--- src/rtl/serial_sub_pkg.sv ---
// Shared definitions for the bit-serial subtractor: FSM state encodings and
// the default operand width (also used by the adder bench).
package serial_sub_pkg;

  localparam int SUB_WIDTH_DEFAULT = 4;

  typedef logic [1:0] state_t;

  localparam state_t ST_IDLE  = 2'd0;
  localparam state_t ST_SHIFT = 2'd1;
  localparam state_t ST_DONE  = 2'd2;

endpackage

--- src/rtl/serial_subtractor_if.sv ---
// Request/result bundle for serial_subtractor; ovf exists only when
// SERIAL_SUB_OVF_EN is defined.
interface serial_subtractor_if
  import serial_sub_pkg::*;
#(
  parameter int WIDTH = SUB_WIDTH_DEFAULT
) ();

  // Handshake: start (with x/y/b0) is taken on any clk edge where busy=0.
  // busy is high for the WIDTH shift cycles; done pulses for one cycle when
  // diff/bout/ovf are updated, and those results hold until the next done.
  logic             start;
  logic [WIDTH-1:0] x;
  logic [WIDTH-1:0] y;
  logic             b0;
  logic             busy;
  logic             done;
  logic [WIDTH-1:0] diff;
  logic             bout;
`ifdef SERIAL_SUB_OVF_EN
  logic             ovf;
`endif
  state_t           dbg_state;

`ifdef SERIAL_SUB_OVF_EN
  modport master (output start, x, y, b0,
                  input  busy, done, diff, bout, ovf, dbg_state);
  modport slave  (input  start, x, y, b0,
                  output busy, done, diff, bout, ovf, dbg_state);
`else
  modport master (output start, x, y, b0,
                  input  busy, done, diff, bout, dbg_state);
  modport slave  (input  start, x, y, b0,
                  output busy, done, diff, bout, dbg_state);
`endif

endinterface

--- src/rtl/full_subtractor.sv ---
// One-bit full subtractor cell: d = a - b - bi, bo = borrow out.
module full_subtractor (
  input  logic a,
  input  logic b,
  input  logic bi,
  output logic d,
  output logic bo
);

  assign d  = a ^ b ^ bi;
  assign bo = (~a & b) | (~(a ^ b) & bi);

endmodule

--- src/rtl/serial_subtractor.sv ---
// Bit-serial ripple-borrow subtractor, LSB first, one bit per clock.
// Optional signed-overflow output enabled by SERIAL_SUB_OVF_EN.
module serial_subtractor
  import serial_sub_pkg::*;
#(
  parameter int WIDTH = SUB_WIDTH_DEFAULT
) (
  input  logic                clk,
  input  logic                rst,
  serial_subtractor_if.slave  bus
);

  localparam int                CNT_W    = $clog2(WIDTH);
  localparam logic [CNT_W-1:0]  CNT_LAST = CNT_W'(WIDTH - 1);

  state_t           state_q, state_d;
  logic [WIDTH-1:0] x_sr_q, x_sr_d;
  logic [WIDTH-1:0] y_sr_q, y_sr_d;
  logic [WIDTH-2:0] res_sr_q, res_sr_d;
  logic             borrow_q, borrow_d;
  logic [CNT_W-1:0] cnt_q, cnt_d;
  logic [WIDTH-1:0] diff_q, diff_d;
  logic             bout_q, bout_d;
`ifdef SERIAL_SUB_OVF_EN
  logic             x_msb_q, x_msb_d;
  logic             y_msb_q, y_msb_d;
  logic             ovf_q, ovf_d;
`endif

  logic             cell_d;
  logic             cell_bo;
  logic [WIDTH-1:0] res_next;

  full_subtractor u_cell (
    .a  (x_sr_q[0]),
    .b  (y_sr_q[0]),
    .bi (borrow_q),
    .d  (cell_d),
    .bo (cell_bo)
  );

  // The result register keeps only WIDTH-1 bits; the final bit comes
  // straight from the cell on the last shift cycle.
  assign res_next = {cell_d, res_sr_q};

  always_comb begin
    state_d  = state_q;
    x_sr_d   = x_sr_q;
    y_sr_d   = y_sr_q;
    res_sr_d = res_sr_q;
    borrow_d = borrow_q;
    cnt_d    = cnt_q;
    diff_d   = diff_q;
    bout_d   = bout_q;
`ifdef SERIAL_SUB_OVF_EN
    x_msb_d  = x_msb_q;
    y_msb_d  = y_msb_q;
    ovf_d    = ovf_q;
`endif
    case (state_q)
      ST_IDLE, ST_DONE: begin
        if (bus.start) begin
          x_sr_d   = bus.x;
          y_sr_d   = bus.y;
          borrow_d = bus.b0;
          cnt_d    = '0;
`ifdef SERIAL_SUB_OVF_EN
          x_msb_d  = bus.x[WIDTH-1];
          y_msb_d  = bus.y[WIDTH-1];
`endif
          state_d  = ST_SHIFT;
        end else begin
          state_d  = ST_IDLE;
        end
      end
      ST_SHIFT: begin
        res_sr_d = res_next[WIDTH-1:1];
        x_sr_d   = {1'b0, x_sr_q[WIDTH-1:1]};
        y_sr_d   = {1'b0, y_sr_q[WIDTH-1:1]};
        borrow_d = cell_bo;
        if (cnt_q == CNT_LAST) begin
          diff_d  = res_next;
          bout_d  = cell_bo;
`ifdef SERIAL_SUB_OVF_EN
          ovf_d   = (x_msb_q ^ y_msb_q) & (cell_d ^ x_msb_q);
`endif
          state_d = ST_DONE;
        end else begin
          cnt_d   = cnt_q + CNT_W'(1);
        end
      end
      default: state_d = ST_IDLE;
    endcase
  end

  always_ff @(posedge clk or posedge rst) begin
    if (rst) begin
      state_q  <= ST_IDLE;
      x_sr_q   <= '0;
      y_sr_q   <= '0;
      res_sr_q <= '0;
      borrow_q <= 1'b0;
      cnt_q    <= '0;
      diff_q   <= '0;
      bout_q   <= 1'b0;
`ifdef SERIAL_SUB_OVF_EN
      x_msb_q  <= 1'b0;
      y_msb_q  <= 1'b0;
      ovf_q    <= 1'b0;
`endif
    end else begin
      state_q  <= state_d;
      x_sr_q   <= x_sr_d;
      y_sr_q   <= y_sr_d;
      res_sr_q <= res_sr_d;
      borrow_q <= borrow_d;
      cnt_q    <= cnt_d;
      diff_q   <= diff_d;
      bout_q   <= bout_d;
`ifdef SERIAL_SUB_OVF_EN
      x_msb_q  <= x_msb_d;
      y_msb_q  <= y_msb_d;
      ovf_q    <= ovf_d;
`endif
    end
  end

  assign bus.busy      = (state_q == ST_SHIFT);
  assign bus.done      = (state_q == ST_DONE);
  assign bus.diff      = diff_q;
  assign bus.bout      = bout_q;
`ifdef SERIAL_SUB_OVF_EN
  assign bus.ovf       = ovf_q;
`endif
  assign bus.dbg_state = state_q;

endmodule

--- src/flat_wrapper.sv ---
// flat-port wrapper written by rule: the top's interface ports become plain ports
module serial_subtractor_flat import serial_sub_pkg::*;
#(
  parameter int WIDTH = SUB_WIDTH_DEFAULT
)
  (clk, rst, bus_start, bus_x, bus_y, bus_b0, bus_busy, bus_done, bus_diff, bus_bout, bus_dbg_state);
  serial_subtractor_if #(.WIDTH(WIDTH)) bus_i ();
  input  logic clk;
  input  logic rst;
  input wire logic [$bits(bus_i.start)-1:0] bus_start;
  input wire logic [$bits(bus_i.x)-1:0] bus_x;
  input wire logic [$bits(bus_i.y)-1:0] bus_y;
  input wire logic [$bits(bus_i.b0)-1:0] bus_b0;
  output wire logic [$bits(bus_i.busy)-1:0] bus_busy;
  output wire logic [$bits(bus_i.done)-1:0] bus_done;
  output wire logic [$bits(bus_i.diff)-1:0] bus_diff;
  output wire logic [$bits(bus_i.bout)-1:0] bus_bout;
  output wire logic [$bits(bus_i.dbg_state)-1:0] bus_dbg_state;
  assign bus_i.start = bus_start;
  assign bus_i.x = bus_x;
  assign bus_i.y = bus_y;
  assign bus_i.b0 = bus_b0;
  assign bus_busy = bus_i.busy;
  assign bus_done = bus_i.done;
  assign bus_diff = bus_i.diff;
  assign bus_bout = bus_i.bout;
  assign bus_dbg_state = bus_i.dbg_state;
  serial_subtractor #(.WIDTH(WIDTH)) u_core (.clk(clk), .rst(rst), .bus(bus_i));
endmodule
--- config.mk ---
export PLATFORM = sky130hd
export DESIGN_NAME = serial_subtractor_flat
export DESIGN_NICKNAME = d
export VERILOG_FILES = /design/src/rtl/serial_sub_pkg.sv /design/src/rtl/serial_subtractor_if.sv /design/src/rtl/full_subtractor.sv /design/src/rtl/serial_subtractor.sv /design/src/flat_wrapper.sv
export SDC_FILE = /design/constraint.sdc
export NUM_CORES = 1
export LEC_CHECK = 0
export BUFFER_PORTS_ARGS = -buffer_cell sky130_fd_sc_hd__clkbuf_2
export CAP_MARGIN = 15
export CORE_MARGIN = 8
export CORE_UTILIZATION = 35
export DETAILED_ROUTE_END_ITERATION = 10
export PLACE_DENSITY = 0.51
export SKIP_CTS_REPAIR_TIMING = 1
export SLEW_MARGIN = 40
export SYNTH_ARGS = -nofsm -noshare
export SYNTH_HDL_FRONTEND = slang
export SYNTH_SLANG_ARGS = --single-unit
--- constraint.sdc ---
create_clock -name clk -period 1.8 [get_ports clk]
set_input_delay 0.09 -clock clk [delete_from_list [all_inputs] [get_ports clk]]
set_output_delay 0.09 -clock clk [all_outputs]
set_load 0.05 [all_outputs]
==> flow_summary.toml, run 1 <==
[outcome]
outcome = "completed"

[yosys]
synthArstFlopShare = 1.00
syn_inst = 83
ys_ff_latch = 21
synth_fp_nets = 97
seq_area_frac_synth = 0.545
synth_area_per_cell_um2 = 11.6
synthFlopType = "dfrtp_1"
synth_edf_count = 0
yosys.cell_types.count = 24
ys_warn_count = 0
synth_area_um2 = 965

[finish]
multiInputGateArea_um2 = 372
drive_gt1_frac = 0.327
syn_to_final_growth_pct = 17.0
antenna_cells = 0
fillCellCount = 279
regArea_um2 = 526
stdcell_count = 138
finalInstanceArea_mm2 = 0.00113
fin_nets = 122

[setup_path]
critPathSlowestCell = "dfrtp_1"
arrival_ps = 1530
timing.critical_path.slowest_cell_delay_ps = 510
cp_max_fo = 8
worst_setup_path_end_kind = "output pin"
crit_path_cell_trace = "nand2b_2 > inv_4 > clkbuf_2"
cp_top_family = "flip-flops"
cp-start-kind = "flop"
required_ps = 1710
worstSetupPathType = "flop to output pin"
crit_buf_inv = 2

[route]
via_per_inst = 4.66
vias = 643
first_iter_violations = 11
drc = 0
wirelength_um = 1750
wl_per_cell_um = 12.6
drt_first_pass_iters = 3
ant_nets = 0

[placed_design]
post-dp-hpwl_um = 1360
pre_cts_ws_ps = 432
portBuffers = 20
gp_congestion = 0.670
dpl.cell_count = 133
post_dp_cell_area_mm2 = 0.00109

[clock_network]
cts_max_level = 1
cts_tree = "done"
clk_latency_ps = 300
numCtsBuffers = 3
clk_path_buf_depth = 2
root_buffer = "clkbuf_4"
clock_sinks = 21
cts.clk_slew.worst_paths_ps = 110

[floorplan]
dieArea_mm2 = 0.00469
die_h_um = 68.5
core_area_mm2 = 0.00269
rows = 19
ios = 21
start_util = 0.359
die_w_um = 68.5

[timing]
period_share = 0.898
worstMarginPinSlew_ps = 315
setup_viol = 0
skew_ps = 6.42
fin_ws_ps = 183
fin_setup_tns_ps = 0
max_slew_margin = 0.790
fin_crit_ps = 1620
slew_violations = 0
rsz0062_at_grt = "false"
final_hold_viol_count = 0
timing.fmax_mhz = 618

[grt]
grt_pass1_wl_um = 3170
grtUsageTotal = 0.0904
grt_overflow = 0
use_met1 = 0.126
antenna_found_initial = 0
globalRouteMet3Util = 0.0258
grt_util_met2 = 0.124
busiest_layer = "met1"
grt_pass1_vias = 660
grt_max_degree = 22

[power_and_ir_drop]
peakVddDrop_uv = 1020
pwr_density_cell_mw_per_mm2 = 1960
power.leakage_uw = 0.000604
power_uw = 2210

[run]
drv_cap = 0

[hold_path]
hold_class = "input pin to flop"
-- worst register-to-register path, stage by stage, from the launching register on --
cell,delay [ps]
dfrtp_1,540
buf_4,210
nor2_1,60
a21o_1,240
a22o_1,210
-- routing by layer --
metal | up-vias | wire [um] | part of all wire
met5 | - | 0 | 0
met2 | 14 | 688 | 0.39
li1 | 329 | - | -
met3 | 2 | 123 | 0.070
met1 | 298 | 917 | 0.53
met4 | 0 | 16 | 0.0092
-- where the power goes --
group	total, uW	internal, uW	switching [uW]
clock	223	82.7	140
sequential	857	691	166
combinational	1130	432	700
-- layout by cell type (no fill, tap or decap), types with 2 or more instances in the layout --
cell | Yosys | final
nor2b_1 | 4 | 4
dfrtp_1 | 21 | 21
a21oi_1 | 7 | 7
a22o_1 | 3 | 3
o22ai_1 | 4 | 4
buf_4 | 1 | 2
clkbuf_4 | 0 | 3
nor2_1 | 2 | 2
mux2i_1 | 2 | 2
clkbuf_2 | 0 | 20
a211oi_1 | 2 | 2
nand2_1 | 10 | 10
inv_1 | 9 | 9
mux2_4 | 4 | 4
-- kinds of logic after synthesis --
kind of cell,synth area share
DFF,0.545
AOI/OAI and AO/OA,0.144
and+or+nand+nor,0.113
buffers and inverters,0.0726
muxes,0.0830
adders and majority gates,0.0337
xor gates and xnor gates,0.00908
-- cells in the mapped netlist (all sizes together) (2+ instances only) --
library cell,count,share of area
a211oi,2,0.016
a21oi,7,0.036
a22o,3,0.027
buf,3,0.031
dfrtp,21,0.54
inv,10,0.042
mux2,4,0.062
mux2i,2,0.021
nand2,10,0.039
nand2b,2,0.013
nor2,3,0.014
nor2b,4,0.026
o22ai,4,0.026
-- flip-flops by register name, indices dropped and copies added (netlist names) --
register	count
u_core.y_sr_q	4
u_core.borrow_q	1
u_core.bus.dbg_state	2
u_core.cnt_q	2
u_core.x_sr_q	4
u_core.res_sr_q	3
u_core.bus.bout	1
u_core.bus.diff	4
-- worst paths after layout --
| kind | start | endpoint | slack, ps | depth (start not counted) |
|---|---|---|---|---|
| worst max-delay path | u_core.bus.dbg_state[1] | bus_busy | 180 | 3 |
| worst min-delay path | bus_x[3] | u_core.x_sr_q[3] | 10 | 2 |
| worst max register to register | u_core.bus.dbg_state[0] | u_core.y_sr_q[3] | 440 | 4 |
| worst min register to register | u_core.bus.bout | u_core.bus.bout | 500 | 2 |
| max in group asynchronous | rst | u_core.cnt_q[0] | 1250 | 4 |
| min in group asynchronous | rst | u_core.res_sr_q[0] | 330 | 4 |
-- layout make-up --
type | instances | area share
multi-input combinational | 49 | 0.329
sequential | 21 | 0.466
clock inverter | 1 | 0.00443
clock buffer | 3 | 0.0200
tap | 31 | 0.0344
timing repair buffer | 23 | 0.111
inverter | 10 | 0.0355
-- per-stage QoR --
| step | utilization | hold slack (ps) |
|---|---|---|
| detailed placement | 0.405 | 118 |
| finish | 0.420 | 13.2 |
| floorplan | - | 66.5 |
| global placement | 0.405 | 120 |
| CTS | 0.415 | -223 |
| global route | 0.420 | 2.43 |
(Power assumes the default switching activity.)
==> run 2: changes to the inputs <==
--- a/config.mk
+++ b/config.mk
@@ -10,7 +10,7 @@
 export CORE_MARGIN = 8
 export CORE_UTILIZATION = 35
 export DETAILED_ROUTE_END_ITERATION = 10
-export PLACE_DENSITY = 0.51
+export PLACE_DENSITY_LB_ADDON = 0.3
 export SKIP_CTS_REPAIR_TIMING = 1
 export SLEW_MARGIN = 40
 export SYNTH_ARGS = -nofsm -noshare
==> run 2 against run 1 <==
Cell count unchanged. Critical path type unchanged. Critical endpoint unchanged. Flip-flop and latch count stayed put. Sequential share of layout area decreased by 0.15 points. Utilization increased by 0.23 points.
==> flow_summary.toml, run 2 (synthesized netlist as in run 1, its figures left out) <==
[floorplan]
start_util = 0.359
rows = 19
die_h_um = 68.5
dieArea_mm2 = 0.00469
ios = 21
core_area_mm2 = 0.00269
die_w_um = 68.5

[clock_network]
cts_max_level = 1
clk_path_buf_depth = 2
clock_sinks = 21
cts.clk_slew.worst_paths_ps = 120
cts_tree = "done"
clk_latency_ps = 310
root_buffer = "clkbuf_4"
numCtsBuffers = 3

[timing]
max_slew_margin = 0.711
fin_crit_ps = 1600
setup_viol = 0
timing.fmax_mhz = 625
worstMarginPinSlew_ps = 433
hold_slack_ps = 37.7
rsz0062_at_grt = "false"
skew_ps = 3.36
fin_ws_ps = 199
final_hold_viol_count = 0
period_share = 0.889
slew_violations = 0

[setup_path]
r2r_end = "u_core.bus.diff[3]"
arrival_ps = 1510
worstSetupPathType = "flop to output pin"
ff2ff_path_depth = 3
cp_max_fo = 8
r2r_start = "u_core.borrow_q"
required_ps = 1710
worst_setup_path_end_kind = "output pin"
reg2reg_slack_ps = 500
cp-start-kind = "flop"

[route]
ant_nets = 0
drt_first_pass_iters = 4
drc = 0
wirelength_um = 1800
first_iter_violations = 8
wl_per_cell_um = 13.1
via_per_inst = 4.78
vias = 660

[placed_design]
portBuffers = 20
post-dp-hpwl_um = 1380
pre_cts_ws_ps = 331
dpl.cell_count = 131
gp_congestion = 0.746

[grt]
antenna_found_initial = 0
grt_pass1_wl_um = 3210
grt_overflow = 0
grt_pass1_vias = 695
grtUsageTotal = 0.0911
grt_max_degree = 22

[hold_path]
worstHoldPathCells = 3
hp-start = "bus_y[2]"
hold_class = "input pin to flop"
holdPathEnd = "u_core.y_sr_q[2]"

[finish]
mostFrequentLayoutCells = "clkbuf_2 (20), dfrtp_1 (20), nand2_1 (10)"
drive_gt1_frac = 0.327
fin_nets = 122
fillCellCount = 266
antenna_cells = 0
syn_to_final_growth_pct = 17.6
stdcell_count = 138

[outcome]
outcome = "completed"

[power_and_ir_drop]
peakVddDrop_uv = 1230
power.leakage_uw = 0.000601
pwr_density_cell_mw_per_mm2 = 1940

[run]
drv_cap = 0
run 2: where the power goes:
group | internal, uW | total (uW) | switching (uW)
clock | 83.0 | 228 | 145
sequential | 694 | 884 | 190
combinational | 419 | 1090 | 675
total | 1200 | 2210 | 1010
run 2: critical path: stages (launching register included):
cell and delay, ps:
dfrtp_1 500, nand2b_2 310, inv_4 110, clkbuf_2 280
run 2: area by class of cell:
cell class	count	area, um2	share of cell area
clock buffers	3	22.5	0.0198
clock inverters	1	5.00	0.00441
inverters	10	40.0	0.0353
multi-input cells	49	372	0.327
flip-flops and latches	21	527	0.464
well taps	31	38.8	0.0342
repair buffers	23	130	0.115
run 2: layer usage:
metal	track usage	share of wire	vias up
li1	-	-	330
met1	0.123	0.50	307
met2	0.123	0.39	18
met3	0.0291	0.076	5
met4	0.0563	0.024	0
met5	0	0	-
run 2: metrics by stage:
stage	TNS [ps]	util	instance area, um2	power [uW]
finish	0	0.422	1130	2210
global route	0	0.422	1130	2400
CTS	-34.8	0.410	1100	2230
detailed placement	0	0.400	1070	2000
global placement	0	0.400	1070	1970
floorplan	0	-	965	1810
run 2: worst max-delay path by stage:
stage	cells after the start	startpoint	end	slack, ps
5_1_grt	3	u_core.bus.dbg_state[1]	bus_busy	90
3_5_place_dp	3	u_core.bus.dbg_state[0]	bus_busy	330
3_3_place_gp	3	u_core.bus.dbg_state[0]	bus_busy	380
4_1_cts	3	u_core.bus.dbg_state[0]	bus_busy	-30
2_1_floorplan	2	u_core.bus.dbg_state[1]	bus_done	140
6_report	3	u_core.bus.dbg_state[1]	bus_busy	200
==> run 3: changes to the inputs <==
--- a/config.mk
+++ b/config.mk
@@ -7,6 +7,7 @@
 export LEC_CHECK = 0
 export BUFFER_PORTS_ARGS = -buffer_cell sky130_fd_sc_hd__clkbuf_2
 export CAP_MARGIN = 15
+export CORE_ASPECT_RATIO = 0.9
 export CORE_MARGIN = 8
 export CORE_UTILIZATION = 35
 export DETAILED_ROUTE_END_ITERATION = 10
==> run 3 against run 2 <==
Clock power down 5%. Via count stayed put. Register-to-register slack is essentially flat. Cell count decreased by 0.72%. Non-clock buffer count did not move. Combinational power grew 5%. Sequential share of layout area increased by 0.25 points. Largest cell class unchanged. Sequential power shrank 3.1%. Critical path type unchanged. Count of clock-buffer cells in the layout increased by 1. Flip-flop and latch count did not move.
==> flow_summary.toml, run 3 (synthesized netlist as in run 1, its figures left out) <==
[setup_path]
r2r_start = "u_core.bus.dbg_state[1]"
required_ps = 1710
crit_path_start = "u_core.bus.dbg_state[1]"
worst_setup_path_end_kind = "output pin"
arrival_ps = 1550
cp_max_fo = 8
cp-start-kind = "flop"
worstSetupPathType = "flop to output pin"

[grt]
antenna_found_initial = 0
grt_pass1_vias = 672
grtUsageTotal = 0.0888
grt_overflow = 0
grt_pass1_wl_um = 3260
grt_max_degree = 22

[timing]
skew_ps = 5.26
hold_slack_ps = 17.8
timing.fmax_mhz = 610
rsz0062_at_grt = "false"
worstMarginPinSlew_ps = 428
fin_ws_ps = 159
slew_violations = 0
period_share = 0.911
fin_setup_tns_ps = 0
max_slew_margin = 0.714
fin_crit_ps = 1640
final_hold_viol_count = 0
setup_viol = 0

[finish]
fin_nets = 122
final_common_cell = "dfrtp_1"
antenna_cells = 0
syn_to_final_growth_pct = 16.7
drive_gt1_frac = 0.308
fillCellCount = 273
mostFrequentLayoutCells = "dfrtp_1 (21), clkbuf_2 (20), nand2_1 (10)"

[run]
drv_cap = 0

[route]
drc = 0
drt_first_pass_iters = 4
wl_per_cell_um = 13.3
vias = 660
via_per_inst = 4.82
ant_nets = 0
wirelength_um = 1830
first_iter_violations = 25

[floorplan]
start_util = 0.360
core_area_mm2 = 0.00268
rows = 18
die_h_um = 65.8
die_w_um = 71.3
ios = 21
dieArea_mm2 = 0.00469

[clock_network]
root_buffer = "clkbuf_4"
numCtsBuffers = 3
cts_tree = "done"
clk_latency_ps = 300
clk_path_buf_depth = 2
cts_max_level = 1
clock_sinks = 21
cts.clk_slew.worst_paths_ps = 110

[power_and_ir_drop]
pwr_density_cell_mw_per_mm2 = 1960
peakVddDrop_uv = 656
power.leakage_uw = 0.000600

[hold_path]
hp-start = "bus_x[3]"
hold_class = "input pin to flop"

[outcome]
outcome = "completed"

[placed_design]
gp_congestion = 0.686
pre_cts_ws_ps = 462
portBuffers = 20
post-dp-hpwl_um = 1450
==> run 3: final cells by class <==
| class | count | area (um2) | area share |
|---|---|---|---|
| sequential | 21 | 526 | 0.467 |
| multi-input combinational | 49 | 369 | 0.328 |
| timing repair buffer | 23 | 128 | 0.113 |
| inverter | 10 | 40.0 | 0.0356 |
| tap | 30 | 37.5 | 0.0333 |
| clock buffer | 4 | 26.3 | 0.0233 |
==> run 3: per-stage QoR <==
stage               total power (uW)  instances  utilization  cell area [um2]
floorplan                       1810         83            -              965
global placement                2000        131        0.403             1080
detailed placement              2030        131        0.403             1080
CTS                             2250        135        0.413             1110
global route                    2400        137        0.420             1130
finish                          2210        137        0.420             1130
==> run 3: worst paths after layout <==
path / to / slack (ps) / cells past startpoint
setup reg to reg: u_core.borrow_q / 490 / 3
min in group asynchronous: u_core.bus.dbg_state[1] / 310 / 3
hold / removal: u_core.x_sr_q[3] / 20 / 2
hold reg to reg: u_core.res_sr_q[0] / 510 / 2
setup / recovery: bus_busy / 160 / 3
max in group asynchronous: u_core.y_sr_q[3] / 1190 / 3
==> run 3: critical path: stages, from the launching register on <==
cell      delay (ps)
dfrtp_1          490
nand2b_1         340
inv_4            140
clkbuf_2         280
==> run 3: power breakdown <==
group	internal, uW	switching (uW)
sequential	692	165
clock	86.3	131
combinational	429	708
total	1210	1000
==> run 3: layer usage <==
metal | vias up | wire length, um | global-route usage
li1 | 331 | - | -
met1 | 312 | 843 | 0.108
met2 | 15 | 843 | 0.131
met3 | 2 | 123 | 0.0470
met4 | 0 | 15 | 0.0311
met5 | - | 0 | 0
